==> src/rtl/ext_interrupt_controller_pkg.sv <==
// ext_interrupt_controller_pkg
// Shared constants and types for the external interrupt controller:
//   TRUE/FALSE     single-bit logic constants
//   Def*           default parameter values for the controller
//   eic_state_e    request FSM encoding (idle / request / low-gap)
package ext_interrupt_controller_pkg;

    localparam logic TRUE  = 1'b1;
    localparam logic FALSE = 1'b0;

    localparam int unsigned DefNumSrc    = 2;
    localparam int unsigned DefIdWidth   = 1;
    localparam int unsigned DefGapCycles = 4;

    typedef enum logic [1:0] {
        StIdle = 2'b00,
        StReq  = 2'b01,
        StGap  = 2'b10
    } eic_state_e;

endpackage

==> src/rtl/irq_priority_encoder.sv <==
// irq_priority_encoder
// Combinational fixed-priority encoder: the lowest set bit wins.
// Ports:
//   req_i    candidate vector (pending & enable)
//   valid_o  at least one bit of req_i is set
//   idx_o    index of the lowest set bit, 0 when valid_o is low
module irq_priority_encoder
    import ext_interrupt_controller_pkg::*;
#(
    parameter int unsigned NumSrc  = DefNumSrc,
    parameter int unsigned IdWidth = DefIdWidth
) (
    input  logic [NumSrc-1:0]  req_i,
    output logic               valid_o,
    output logic [IdWidth-1:0] idx_o
);

    // Scan from the top down so the last hit, the lowest index, is what remains.
    always_comb begin
        valid_o = FALSE;
        idx_o   = '0;
        for (int i = int'(NumSrc) - 1; i >= 0; i--) begin
            if (req_i[i]) begin
                valid_o = TRUE;
                idx_o   = IdWidth'(i);
            end
        end
    end

endmodule

==> src/rtl/synchronizer.sv <==
// synchronizer
// Two-flop synchronizer for one asynchronous single-bit input.
// Ports:
//   clk_i   destination clock
//   rst_ni  asynchronous active-low reset (both flops clear to 0)
//   d_i     asynchronous input
//   q_o     synchronized output, two clk_i edges of latency
module synchronizer (
    input  logic clk_i,
    input  logic rst_ni,
    input  logic d_i,
    output logic q_o
);

    logic meta_q;
    logic sync_q;

    always_ff @(posedge clk_i or negedge rst_ni) begin
        if (!rst_ni) begin
            meta_q <= 1'b0;
            sync_q <= 1'b0;
        end else begin
            meta_q <= d_i;
            sync_q <= meta_q;
        end
    end

    assign q_o = sync_q;

endmodule

==> src/rtl/ext_interrupt_controller.sv <==
// ext_interrupt_controller
// Latches rising edges of external interrupt lines as pending bits, presents the
// highest-priority (lowest index) enabled one to the core as a level request, retires
// it on an acknowledge toggle and then holds the request low for a guaranteed gap.
// Ports:
//   Sys_Clock    system clock, all state on the rising edge
//   Sys_Reset    asynchronous active-low reset
//   Irq_Src      raw asynchronous interrupt lines, rising edge significant
//   Irq_Enable   per-source enable, synchronous
//   EIC_I_Req    registered request level to the core
//   EIC_I_Id     registered index of the requested source, 0 while idle
//   EIC_I_Ack    asynchronous toggle acknowledge from the core
//   EIC_Pending  pending status bits
module ext_interrupt_controller
    import ext_interrupt_controller_pkg::*;
#(
    parameter int unsigned NUM_SRC    = DefNumSrc,
    parameter int unsigned ID_WIDTH   = DefIdWidth,
    parameter int unsigned GAP_CYCLES = DefGapCycles
) (
    input  logic                Sys_Clock,
    input  logic                Sys_Reset,
    input  logic [NUM_SRC-1:0]  Irq_Src,
    input  logic [NUM_SRC-1:0]  Irq_Enable,
    output logic                EIC_I_Req,
    output logic [ID_WIDTH-1:0] EIC_I_Id,
    input  logic                EIC_I_Ack,
    output logic [NUM_SRC-1:0]  EIC_Pending
);

    // Counter only ever holds GAP_CYCLES-1 down to 0.
    localparam int unsigned GapW = (GAP_CYCLES > 2) ? $clog2(GAP_CYCLES) : 1;

    logic [NUM_SRC-1:0]  src_sync;
    logic [NUM_SRC-1:0]  src_last_q;
    logic [NUM_SRC-1:0]  src_rise;
    logic                ack_sync;
    logic                ack_last_q;
    logic                ack_event;

    logic [NUM_SRC-1:0]  pending_q;
    logic [NUM_SRC-1:0]  pending_d;
    logic [NUM_SRC-1:0]  clr_mask;
    logic [NUM_SRC-1:0]  eligible;
    logic                win_valid;
    logic [ID_WIDTH-1:0] win_idx;

    eic_state_e          state_q;
    logic                req_q;
    logic [ID_WIDTH-1:0] id_q;
    logic [GapW-1:0]     gap_q;
    logic                retire;

    for (genvar g = 0; g < int'(NUM_SRC); g++) begin : g_src_sync
        synchronizer u_src_sync (
            .clk_i  (Sys_Clock),
            .rst_ni (Sys_Reset),
            .d_i    (Irq_Src[g]),
            .q_o    (src_sync[g])
        );
    end

    synchronizer u_ack_sync (
        .clk_i  (Sys_Clock),
        .rst_ni (Sys_Reset),
        .d_i    (EIC_I_Ack),
        .q_o    (ack_sync)
    );

    // Last-value registers for edge detection. ack_last resets to 0 to match the
    // core's reset value of its toggle output, so reset never looks like an ack.
    always_ff @(posedge Sys_Clock or negedge Sys_Reset) begin
        if (!Sys_Reset) begin
            src_last_q <= '0;
            ack_last_q <= FALSE;
        end else begin
            src_last_q <= src_sync;
            ack_last_q <= ack_sync;
        end
    end

    assign src_rise  = src_sync & ~src_last_q;
    assign ack_event = ack_sync ^ ack_last_q;

    // Acks outside the request state are spurious and only refresh ack_last.
    assign retire   = (state_q == StReq) && ack_event;
    assign clr_mask = retire ? (NUM_SRC'(1) << id_q) : '0;

    // A new edge on the retiring source in the same cycle keeps its bit set.
    assign pending_d = (pending_q & ~clr_mask) | src_rise;

    always_ff @(posedge Sys_Clock or negedge Sys_Reset) begin
        if (!Sys_Reset) begin
            pending_q <= '0;
        end else begin
            pending_q <= pending_d;
        end
    end

    assign eligible = pending_q & Irq_Enable;

    irq_priority_encoder #(
        .NumSrc  (NUM_SRC),
        .IdWidth (ID_WIDTH)
    ) u_prio (
        .req_i   (eligible),
        .valid_o (win_valid),
        .idx_o   (win_idx)
    );

    always_ff @(posedge Sys_Clock or negedge Sys_Reset) begin
        if (!Sys_Reset) begin
            state_q <= StIdle;
            req_q   <= FALSE;
            id_q    <= '0;
            gap_q   <= '0;
        end else begin
            unique case (state_q)
                StIdle: begin
                    if (win_valid) begin
                        req_q   <= TRUE;
                        id_q    <= win_idx;
                        state_q <= StReq;
                    end
                end
                // Id stays frozen; pending or enable changes never preempt.
                StReq: begin
                    if (ack_event) begin
                        req_q   <= FALSE;
                        id_q    <= '0;
                        gap_q   <= GapW'(GAP_CYCLES - 1);
                        state_q <= StGap;
                    end
                end
                StGap: begin
                    if (gap_q == '0) begin
                        state_q <= StIdle;
                    end else begin
                        gap_q <= gap_q - GapW'(1);
                    end
                end
                default: begin
                    state_q <= StIdle;
                    req_q   <= FALSE;
                    id_q    <= '0;
                    gap_q   <= '0;
                end
            endcase
        end
    end

    assign EIC_I_Req   = req_q;
    assign EIC_I_Id    = id_q;
    assign EIC_Pending = pending_q;

endmodule

==> config.mk <==
export PLATFORM = sky130hd
export DESIGN_NAME = ext_interrupt_controller
export DESIGN_NICKNAME = d
export VERILOG_FILES = /design/src/rtl/ext_interrupt_controller_pkg.sv /design/src/rtl/irq_priority_encoder.sv /design/src/rtl/synchronizer.sv /design/src/rtl/ext_interrupt_controller.sv
export SDC_FILE = /design/constraint.sdc
export NUM_CORES = 1
export LEC_CHECK = 0
export ABC_AREA = 1
export BUFFER_PORTS_ARGS = -buffer_cell sky130_fd_sc_hd__buf_2
export CAP_MARGIN = 20
export CORE_MARGIN = 2
export CORE_UTILIZATION = 47
export CTS_CLUSTER_SIZE = 28
export DETAILED_ROUTE_END_ITERATION = 16
export PLACE_DENSITY = 0.81
export RECOVER_POWER = 25
export SLEW_MARGIN = 0
export SYNTH_ARGS = -nofsm -noshare
export SYNTH_HDL_FRONTEND = slang
export SYNTH_SLANG_ARGS = --single-unit
==> constraint.sdc <==
create_clock -name Sys_Clock -period 1.11 [get_ports Sys_Clock]
set_input_delay 0.0555 -clock Sys_Clock [delete_from_list [all_inputs] [get_ports Sys_Clock]]
set_output_delay 0.0555 -clock Sys_Clock [all_outputs]
set_load 0.005 [all_outputs]
**Word-level counts from Yosys, hierarchy flattened**

Cells that the tools add are included.

- Flip-flop bits (word level): 17
- Output and inout port bits: 4

- Add/sub/neg operators: 1
- Eq/ne operators: 6
- Shift-type cells: 1
- Muxes and demuxes: 16
- Bitwise operators: 9
- Reductions and logical operators: 6

Operators by type and width:

| kind | number |
|---|---|
| two-way mux 2 bit | 6 |
| case mux 2 bit (3 select lines) | 2 |
| AND reduction 3 bit | 3 |
| bitwise AND 2 bit | 3 |
| two-way mux 1 bit | 6 |
| inequality test 2 bit (second input constant) | 3 |
| case mux 1 bit (3 select lines) | 2 |
| zero test 2 bit | 2 |
| NOT 2 bit | 2 |
| == test 2 x 1 -> 1 bit (second input constant) | 1 |
| == test 2 bit (second input constant) | 1 |
| inequality test 2 x 1 -> 1 bit (second input constant) | 1 |
| NOT 1 bit | 2 |
| OR 2 bit | 1 |
| left shift 1 x 1 -> 2 bit (first input constant) | 1 |
| subtractor 2 x 1 -> 2 bit (second input constant) | 1 |
| logical AND 1 bit | 1 |
| bitwise XOR 1 bit | 1 |

**Longest topological paths before layout**

- Word-level depth: 6
- Depth in mapped cells: 7
- Depth with buffers taken out: 7

**Hierarchy**

From an unflattened synthesis, not the netlist that was laid out.

- Cells, all modules: 89
- Area total of the unflattened synthesis: 780.7 µm²

By module, submodules not included:

| module | times used | cells an instance | area each (µm²) |
|---|---|---|---|
| ext_interrupt_controller | 1 | 79 | 613.1 |
| synchronizer | 3 | 2 | 50.0 |
| irq_priority_encoder | 1 | 4 | 17.5 |

**Least setup slack after synthesis**

Ideal clock, no wire load.

- Path type: register to register
- Start point: register state_q[0]
- End point: register state_q[0]
- Library setup time: 117 ps
- Arrival time: 1,031 ps
- Path slack: -39 ps
- Stages on the path, launching flop included: 7
- Period minus slack after synthesis: 1,149 ps
- Cell sequence: dfrtp_1 inv_1 ha_1 inv_1 or2_4 nand4_1 nand2_1

- Word-level cells in the longest chain between the ends: 3
- Elaborated cells on any way between the ends: 8
- Classes of those cells: eq/ne (5); mux (1); reduce/logical (2)

RTL lines:

| item | RTL line | text |
|---|---|---|
| start, declared | ext_interrupt_controller.sv:48 | `eic_state_e state_q;` |
| start signal, assigned | ext_interrupt_controller.sv:113 | `state_q <= StIdle;` |
| start signal, assigned | ext_interrupt_controller.sv:123 | `state_q <= StReq;` |
| start signal, assigned | ext_interrupt_controller.sv:132 | `state_q <= StGap;` |
| == test 2 bit (tied with other cells) | ext_interrupt_controller.sv:118 | `unique case (state_q)` |
| inequality test 2 bit (no source line) / inequality test 2 x 1 -> 1 bit (equally long branches) | - |  |
| AND reduction 3 bit (no source line) | - |  |

Parallel ways exist; a longest one is shown, timed or not.
A chain may end at the register's enable or synchronous reset.

**Worst setup path after layout**

Same ends and word-level chain as after synthesis.

==> run_results.csv <==
group,metric,value,unit
status,result_of_the_run,"complete, but fails checks",
status,violated_checks,"setup timing",
cts,cts.root.buffer_cell,"sky130_fd_sc_hd__clkbuf_4",
sta,final.min_clock_period,1.22,ns
sta,holdWs,0.174,ns
synthesis,postSynthRegisterBits,17,
synthesis,yosysWarnings,0,
sta,measured_slew_at_the_worst_slew_check_pin,0.357,ns
worst_setup_path,rrSetupSlack,-0.11,ns
routing,wl_per_cell,10.8,um
routing,via_count,536,
final_layout,antenna_cells_inserted,0,
final_layout,multi_input_logic_area,322,sq um
placement,gp_weighted_congestion,0.749,
min_path,timing.hold.worst.start,"Irq_Enable[1]",
floorplanning,design.die.area,0.00191,sq mm
sta,grt_setup_unrepaired,"true",
final_layout,regArea,428,sq um
final_layout,nets,109,
worst_setup_path,start_kind,"register",
routing,drc,0,
final_layout,areaGrowthSynthToFinish,32.2,%
routing,wirelength_met1,556,um
worst_setup_path,r2r-end,"state_q[0]",
min_path,hold_removal_path_class,"primary input to register",
worst_setup_path,worstRegToRegCells,6,
routing,firstDrtPassIters,3,
synthesis,synthesis.nets,85,
grt,antenna_found_initial,0,
sta,min_period_over_period,110,%
worst_setup_path,critPathRequiredTime,1.29,ns
sta,slew_headroom,76.2,%
sta,timing.final.hold_violations,0,
power,powerDensity,2320,mW/mm^2
final_layout,layout.core_utilization,65.9,%
power,power.total,2.27,mW
job,max_cap_viol_count,0,
sta,finalSetupViolations,6,
synthesis,post_synth_design_cell_area,742,sq um
sta,max_freq,819,MHz
power,netSwitchingPower,0.832,mW
routing,dr_wl_met3,53,um
cts,cts_buffers,3,
synthesis,synth.avg_cell_area,10.2,sq um
power,total_leakage_power,0.490,nW
min_path,whs_endpoint,"EIC_I_Id",
floorplanning,design.core.area,0.00149,sq mm
routing,top_layer_used,"met4",
worst_setup_path,cp_data_arrival_time,1.40,ns
grt,grt_remaining_overflow,0,
placement,detailedPlacementHpwl,904,um
routing,wl_met2,577,um
worst_setup_path,crit-reg2reg-launch,"state_q[0]",
placement,portBuffers,10,
power,power.share.switching,36.6,%
grt,first_global_vias,500,
floorplanning,start_util,49.8,%
power,part_of_the_power_in_combinational_logic,47.7,%
worst_setup_path,path_class,"register to register",
worst_setup_path,crit_path_end_kind,"register",
sta,setup_slack,-0.111,ns
power,cellInternalPower,1.44,mW
final_layout,layout.filler_cells,111,
sta,fin_worst_skew,0.00616,ns
cts,clock_tree.buffer_depth,2,
cts,cts_tree,"yes",
cts,clk_latency,0.29,ns
cts,cts.sink_count,17,
power,pwr-share-clk,13.7,%
routing,drtAntennaViolNets,0,
routing,wl,1210,um
worst_setup_path,worstPathMaxFanout,3,
grt,first_pass_grt_wire_length,2110,um
cts,clkTransAtPathRegs,0.08,ns
synthesis,synthCells,73,
floorplanning,design.portCount,11,
floorplanning,dieWidth,43.7,um
final_layout,drive_above_1_share,37.5,%
grt,grt_start_max_net_pins,18,
synthesis,seq_area_frac_synth,57.3,%
cts,htreeDepth,1,
min_path,hold_path_depth,5,
routing,drt-vias-per-instance,4.79,
grt,globalRouteTotalUtil,15.7,%
routing,drt_iter0_drc,9,
floorplanning,floorplan.die.height,43.7,um
power,vdd.ir_drop.worst,1150,uV
synthesis,yosys.cell_types.count,15,
power,share_seq_of_total_power,38.5,%
sta,final-max-slew-violation-count,0,
floorplanning,placement_rows,14,
power groups by stage:
stage	Sequential [mW]	Clock (mW)	Combinational, mW
3_5_place_dp	0.863	0	0.882
4_1_cts	0.866	0.328	0.998
3_3_place_gp	0.860	0	0.856
6_report	0.877	0.312	1.09
2_1_floorplan	0.856	0	0.617
5_1_grt	0.897	0.357	1.23
flip-flops by register name (all words and copies together) (netlist names), 2 cells and up:
name / cells
EIC_Pending: 2
g_src_sync.u_src_sync.meta_q: 2
g_src_sync.u_src_sync.q_o: 2
gap_q: 2
src_last_q: 2
state_q: 2
logic make-up (layout without fill, tap and decap cells):
family	after synthesis	in the layout	share of synthesized area, %
AND/OR/NAND/NOR	33	33	23.9
flip-flops	17	17	57.3
buffers and inverters	11	34	5.56
AO/OA/AOI/OAI	7	7	4.72
adder cells (fa/ha/maj)	5	5	8.43
worst max-delay path, stage by stage, from the launching register on:
cell and delay [ns]:
sky130_fd_sc_hd__dfrtp_2 0.46, sky130_fd_sc_hd__inv_4 0.10, sky130_fd_sc_hd__ha_4 0.12, sky130_fd_sc_hd__inv_2 0.03
sky130_fd_sc_hd__or2_4 0.24, sky130_fd_sc_hd__nand4_1 0.10, sky130_fd_sc_hd__nand2_1 0.06
cells in the mapped netlist:
cell / instances / area [sq um]
sky130_fd_sc_hd__nand3_2: 2 / 20.0
sky130_fd_sc_hd__a21oi_1: 1 / 5.00
sky130_fd_sc_hd__inv_1: 11 / 41.3
sky130_fd_sc_hd__nand4_1: 4 / 25.0
sky130_fd_sc_hd__or2_4: 1 / 8.76
sky130_fd_sc_hd__dfrtp_1: 17 / 425
sky130_fd_sc_hd__nor2_1: 2 / 7.51
sky130_fd_sc_hd__ha_1: 5 / 62.6
sky130_fd_sc_hd__nand2_2: 3 / 18.8
sky130_fd_sc_hd__o21ai_0: 5 / 25.0
sky130_fd_sc_hd__o21ai_1: 1 / 5.00
sky130_fd_sc_hd__and2_1: 1 / 6.26
sky130_fd_sc_hd__nand2_1: 17 / 63.8
sky130_fd_sc_hd__nand3_1: 2 / 10.0
sky130_fd_sc_hd__nand3_4: 1 / 17.5
cells in the final DEF, fill, tap and decap left out:
| cell type | count |
|---|---|
| sky130_fd_sc_hd__buf_12 | 1 |
| sky130_fd_sc_hd__buf_2 | 10 |
| sky130_fd_sc_hd__or2_4 | 1 |
| sky130_fd_sc_hd__o21ai_1 | 3 |
| sky130_fd_sc_hd__nand4_1 | 4 |
| sky130_fd_sc_hd__clkinv_2 | 1 |
| sky130_fd_sc_hd__dfrtp_2 | 2 |
| sky130_fd_sc_hd__nand3_1 | 1 |
| sky130_fd_sc_hd__clkbuf_4 | 3 |
| sky130_fd_sc_hd__buf_4 | 4 |
| sky130_fd_sc_hd__inv_4 | 1 |
| sky130_fd_sc_hd__nand3_4 | 1 |
| sky130_fd_sc_hd__dfrtp_1 | 15 |
| sky130_fd_sc_hd__dlygate4sd3_1 | 4 |
| sky130_fd_sc_hd__inv_1 | 8 |
| sky130_fd_sc_hd__a21oi_2 | 1 |
| sky130_fd_sc_hd__inv_2 | 2 |
| sky130_fd_sc_hd__nand2_1 | 17 |
| sky130_fd_sc_hd__nand2_2 | 3 |
| sky130_fd_sc_hd__and2_1 | 1 |
| sky130_fd_sc_hd__nand3_2 | 3 |
| sky130_fd_sc_hd__ha_1 | 2 |
| sky130_fd_sc_hd__nor2_1 | 2 |
| sky130_fd_sc_hd__ha_4 | 3 |
| sky130_fd_sc_hd__o21ai_0 | 3 |
final cells by class:
type,count,share of cell area [%]
Sequential cell,17,43.6
Multi-Input combinational cell,45,32.8
Timing Repair Buffer,19,14.3
Inverter,11,4.46
Clock buffer,3,2.30
Tap cell,16,2.04
Clock inverter,1,0.510
repair_timing:
action                                  CTS  global route
endpoints found under the setup margin    8             8
gates resized for setup                   3             6
hold buffers                              4             0
buffers inserted                          1             1
pin swaps                                 4             2
hold endpoints to repair                 20             0
through the flow:
stage | cell area, sq um | cells | setup TNS [ns] | setup WS [ns]
after floorplan | 763 | 73 | 0 | 0.000227
after global placement | 856 | 102 | -0.282 | -0.0623
after detailed placement | 856 | 102 | -0.529 | -0.0972
after CTS | 955 | 111 | -0.511 | -0.102
after global routing | 981 | 112 | -0.957 | -0.180
final | 981 | 112 | -0.426 | -0.111
how the worst max path moves through the flow:
stage	from	to	slack, ns	cells after the start
after floorplan	state_q[1]	gap_q[0]	0.0002	5
after global placement	state_q[1]	gap_q[0]	-0.06	5
after detailed placement	state_q[1]	gap_q[0]	-0.1	5
after CTS	state_q[0]	state_q[0]	-0.10	6
after global routing	state_q[0]	state_q[0]	-0.18	6
final	state_q[0]	state_q[0]	-0.11	6
metal layers:
| layer | global-route usage (%) | up-vias |
|---|---|---|
| met5 | 0 | - |
| met4 | 7.27 | 0 |
| met3 | 7.50 | 4 |
| met2 | 24.1 | 10 |
| met1 | 18.5 | 242 |
| li1 | - | 280 |
(Power assumes the default switching activity.)
